## src/rtl/program_sequencer.sv

```systemverilog
// Program counter and next-address generator for the 8-bit tiny processor,
// with debug hold / single-step control and a saturating executed-instruction counter.
module program_sequencer #(
  parameter int PC_W   = 8,
  parameter int ICNT_W = 16
) (
  input  logic              clk,
  input  logic              reset,
  input  logic              jmp,
  input  logic              jmp_nz,
  input  logic [3:0]        ir_nibble,
  input  logic              dont_jmp,
  input  logic              dbg_hold,
  input  logic              dbg_step,
  output logic [PC_W-1:0]   pm_addr,
  output logic [PC_W-1:0]   pc,
  output logic              held,
  output logic              self_loop,
  output logic [ICNT_W-1:0] icnt
);

  // state | meaning
  // BOOT  | first cycle after reset release, fetches address 0
  // RUN   | free-running instruction flow
  // HOLD  | frozen by debug; dbg_step releases exactly one instruction
  typedef enum logic [1:0] {
    BOOT = 2'b00,
    RUN  = 2'b01,
    HOLD = 2'b10
  } state_t;

  state_t            state;
  logic              take;
  logic              advance;
  logic [PC_W-1:0]   tgt;
  logic [PC_W-1:0]   seq_addr;

  // Jump targets stay within the current 16-instruction page.
  assign take     = jmp | (jmp_nz & ~dont_jmp);
  assign tgt      = {pc[PC_W-1:4], ir_nibble};
  assign seq_addr = take ? tgt : pc + PC_W'(1);

  // Release wins over a simultaneous step; either way the cycle executes.
  assign advance  = (state == RUN) || ((state == HOLD) && (dbg_step || !dbg_hold));
  assign held     = (state == HOLD);

  always_comb begin
    pm_addr = '0;
    if (!reset) begin
      if (advance)
        pm_addr = seq_addr;
      else if (state == HOLD)
        pm_addr = pc;
    end
  end

  always_ff @(posedge clk or posedge reset) begin
    if (reset) begin
      state     <= BOOT;
      pc        <= '0;
      icnt      <= '0;
      self_loop <= 1'b0;
    end else begin
      case (state)
        BOOT: begin
          pc    <= '0;
          state <= dbg_hold ? HOLD : RUN;
        end
        RUN, HOLD: begin
          if (advance) begin
            pc <= seq_addr;
            if (icnt != '1)
              icnt <= icnt + ICNT_W'(1);
            if (take && (tgt == pc))
              self_loop <= 1'b1;
          end
          state <= dbg_hold ? HOLD : RUN;
        end
        default: state <= BOOT;
      endcase
    end
  end

endmodule

```

## config.mk

```make
export PLATFORM = sky130hd
export DESIGN_NAME = program_sequencer
export DESIGN_NICKNAME = d
export VERILOG_FILES = /design/src/rtl/program_sequencer.sv
export SDC_FILE = /design/constraint.sdc
export NUM_CORES = 1
export LEC_CHECK = 0
export CORE_MARGIN = 2
export CORE_UTILIZATION = 43
export CTS_CLUSTER_DIAMETER = 100
export CTS_CLUSTER_SIZE = 8
export DETAILED_ROUTE_END_ITERATION = 10
export HOLD_SLACK_MARGIN = 0.08
export PLACE_DENSITY = 0.84
export SLEW_MARGIN = 30
export SYNTH_ARGS = -nofsm -noshare
export SYNTH_HDL_FRONTEND = slang
export SYNTH_SLANG_ARGS = --single-unit
```

## constraint.sdc

```tcl
create_clock -name clk -period 2 [get_ports clk]
set_clock_uncertainty 0.2 [all_clocks]
set_input_delay 0.3 -clock clk [delete_from_list [all_inputs] [get_ports clk]]
set_output_delay 0.3 -clock clk [all_outputs]
set_load 0.005 [all_outputs]
```

[Word-level counts from Yosys, hierarchy flattened]
Index checks and enable logic that the tools add are counted.
Storage, ports and cells
  flip-flop bits (word level): 27
  logic and storage cells: 34
Operators by class
  add/sub/neg operators: 2
  eq/ne operators: 5
  mux-type cells: 8
  bitwise gates (word level): 3
  reduce and logical (&&, ||, !) cells: 12
Operators with widths (number)
  $mux 8: 5
  $add 16x1->16 const B: 1
  $ne 16x16->1 const B: 1
  $pmux 8 s2: 1
  $add 8x1->8 const B: 1
  $reduce_and 3->1: 2
  $eq 4x4->1: 1
  $mux 2: 2
  $reduce_or 3->1: 1
  $eq 2x1->1 const B: 1
  $eq 2x2->1 const B: 1
  $logic_and 1x1->1: 2
  $logic_not 2->1: 1
  $logic_or 1x1->1: 2
  $ne 2x2->1 const B: 1
  $reduce_and 2->1: 1
  $reduce_bool 2->1: 1
  $reduce_or 2->1: 1
  $and 1x1->1: 1
  $logic_not 1->1: 1
  $not 1->1: 1
  $or 1x1->1: 1

[Logic depth before layout (Yosys ltp)]
  word-level depth: 6
  mapped depth: 7

[Worst setup path before layout]
OpenSTA, ideal clock, no wires.
  path type: register to output
  start point: reg pc[0]
  end point: out pm_addr[6]
  arrival time: 1.687 ns
  required time: 1.500 ns
  slack: -0.187 ns
  cell stages (with the launch flop): 7
  path buffers: 0
  cells stage by stage: dfrtp_1 > ha_1 > and3_1 > nor3b_1 > nand3_1 > o21a_1 > a311oi_1
On the way
  cells in the longest elaborated chain, start to end: 4
RTL lines
  start, declared: line 16  | output logic [PC_W-1:0] pc,
  start signal, assigned: line 71  | pc <= seq_addr;
  $add 8x1->8: line 41  | assign seq_addr = take ? tgt : pc + PC_W'(1);
  $mux 8: line 41
  $mux 8: line 50  | if (advance)
  $mux 8: line 49  | if (!reset) begin
  end, declared: line 15  | output logic [PC_W-1:0] pm_addr,
Every way passes these cells.

[Worst setup path after layout]
Ends and elaborated chain as after synthesis.

==> results_dict.tcl <==
set metrics [dict create \
    status "finished with violations" \
    violations "negative setup slack" \
    yosys_most_used_dff "dfrtp_1" \
    internal_power_uw 1220 \
    synth-edff-count 0 \
    pwr-share-clk 0.183 \
    grt.total_usage 0.280 \
    synthToLayoutAreaGrowth_pct 94.1 \
    yosys-top-cells-area "dfrtp_1 41%, xor2_1 4.8%, xnor2_1 4.3%" \
    fin_crit_ns 2.62 \
    hpwl_mm 3.67 \
    syn_nets 187 \
    core_sq_um 3660 \
    dp_slack_ns -0.775 \
    antenna_found_initial 0 \
    drive_gt1_frac 0.520 \
    layout_setup_ws_ns -0.618 \
    grt_pass1_vias 1890 \
    fin_crit_sh 1.31 \
    slew_headroom 0.749 \
    synthMostInstantiatedCell "dfrtp_1" \
    drv_slew 0 \
    die_y_um 65.9 \
    via_count 2172 \
    cts_tree "done" \
    path_clk_slew_ns 0.11 \
    synthTopCellsByCount "27 x dfrtp_1, 13 x nand2_1, 12 x o21ai_0, 9 x nor2_1, 9 x xor2_1" \
    p_leak_uw 0.00147 \
    fin_tns_setup_ns -6.10 \
    start_kind "register" \
    htreeDepth 1 \
    required_ns 1.50 \
    yosysSeqAreaShare 0.410 \
    ys_warn_count 0 \
    grt-ovfl-total 0 \
    yosysTopAreaCellShare 0.410 \
    clock_latency_ns 0.29 \
    instances_no_fill 350 \
    antenna_left 0 \
    p_sw_frac 0.337 \
    drt_wl_total_mm 8.00 \
    hold_violations 0 \
    cap_viol_max_count 0 \
    seqPwrFrac 0.361 \
    placed_cell_area_sq_um 2650 \
    async_reset_ff_frac 1.00 \
    die_w_um 65.9 \
    power_switching_uw 620 \
    gp_congestion 0.924 \
    cts_root_buffer "clkbuf_8" \
    fmax_mhz 382 \
    synthCells 171 \
    power_density_nw_per_um2 576 \
    worstPathMaxFanout 2 \
    fp.dieArea_sq_um 4340 \
    path_cells "ha_2 -> and3_4 -> nor3b_4 -> nand3_2 -> o21a_1 -> a311oi_2 -> buf_2" \
    drt_iter0_drc 223 \
    ys_ff_latch 27 \
    dp.cells 323 \
    grt_pass1_wl_mm 9.18 \
    via_per_inst 6.21 \
    synth.distinct_cells 48 \
    start_util 0.450 \
    slowest_stage "dfrtp_2" \
    setup_violations 30 \
    whs_ns 0.291 \
    remaining_drc_errors 0 \
    min_path_type "register to register" \
    cts_buffers 3 \
    rsz0062_at_grt "yes" \
    numPortBuffers 44 \
    firstDrtPassIters 5 \
    peakVddDrop_uv 916 \
    postLayoutCellArea_sq_um 3200 \
    criticalPathCategory "register to primary output" \
    syn_area_sq_um 1650 \
    ctsHoldBuffers 0 \
    arrival_ns 2.12 \
    avgSynthCellArea_sq_um 9.64 \
    critPathMaxStageDelay_ns 0.41 \
    wl_per_cell_um 22.9 \
    crit_path_end_kind "primary output" \
    io_pins 45 \
    clock_path_buffers 2 \
    final_nets 319 \
    grt_max_degree 19 \
    n_antenna_cell 0 \
    num_rows 22 \
    clock-sinks 27 \
    pwr-share-comb 0.456 \
    synth.largest_area_cell "dfrtp_1" \
    tightest_slew_ns 0.377 \
]
[cells in the final DEF (no fill, tap or decap), types with 6 or more instances in the layout]
cell / instances
buf_2: 8
buf_4: 68
buf_6: 14
clkdlybuf4s50_1: 32
dfrtp_1: 23
nand2_1: 11
nand4_1: 8
nor2_1: 6
xnor2_1: 8
xor2_1: 9
[path summary, 6_finish.rpt]
check,start,cells past startpoint,slack [ns],endpoint
min in group asynchronous,reset,4,0.33,pc[0]
worst max register to register,state[1],10,-0.29,pc[5]
worst max-delay path,pc[0],7,-0.62,pm_addr[6]
worst min register to register,self_loop,1,0.29,self_loop
worst min-delay path,self_loop,1,0.29,self_loop
max in group asynchronous,reset,4,1.01,icnt[2]
[through the flow]
stage,utilization,power (uW)
2_1_floorplan,-,918
3_3_place_gp,0.723,1290
3_5_place_dp,0.723,1300
4_1_cts,0.803,1700
5_1_grt,0.874,1910
6_report,0.874,1840
[metal layers]
metal,wire length [um],track usage,vias up
met4,549,0.0964,0
li1,-,-,904
met2,3910,0.480,189
met5,0,0,-
met1,2830,0.364,1023
met3,709,0.0341,56
[state kept, by name, summed over array words and instances, names as in the netlist]
name	cells
icnt	16
state	2
self_loop	1
pc	8
[worst max-delay path: cells and delay by family (launching register included)]
family	cells	cell delay [ns]
DFF	1	0.41
and+or+nand+nor	3	0.59
AOI/OAI and AO/OA	2	0.46
buffers and inverters	1	0.16
adders and majority gates	1	0.21
[layout make-up]
class,instances,area (sq um)
Sequential cell,27,681
Tap cell,48,60.1
Fill cell,190,463
Timing Repair Buffer,130,1140
Clock inverter,1,7.51
Clock buffer,3,41.3
Inverter,5,18.8
Multi-Input combinational cell,136,1250
[cells by family (layout without fill, tap and decap cells)]
family | after synthesis | in the layout | synth area share
AND/OR/NAND/NOR | 72 | 72 | 0.254
XOR/XNOR | 17 | 17 | 0.0904
AO/OA/AOI/OAI | 38 | 38 | 0.160
flip-flops | 27 | 27 | 0.410
buffers and inverters | 8 | 139 | 0.0182
multiplexers | 4 | 4 | 0.0289
adder cells (fa/ha/maj) | 5 | 5 | 0.0380
[timing repair]
action	CTS	global route
buffers inserted	14	11
endpoints found under the setup margin	29	33
gates resized for setup	82	37
pin swaps	19	31
[power groups by stage]
| stage | sequential [uW] | clock [uW] | combinational [uW] |
|---|---|---|---|
| CTS | 654 | 325 | 723 |
| floorplan | 702 | 0 | 216 |
| global route | 672 | 360 | 880 |
| detailed placement | 662 | 0 | 642 |
| global placement | 659 | 0 | 633 |
| finish | 665 | 336 | 839 |
Power figures use the tool's default switching activity.
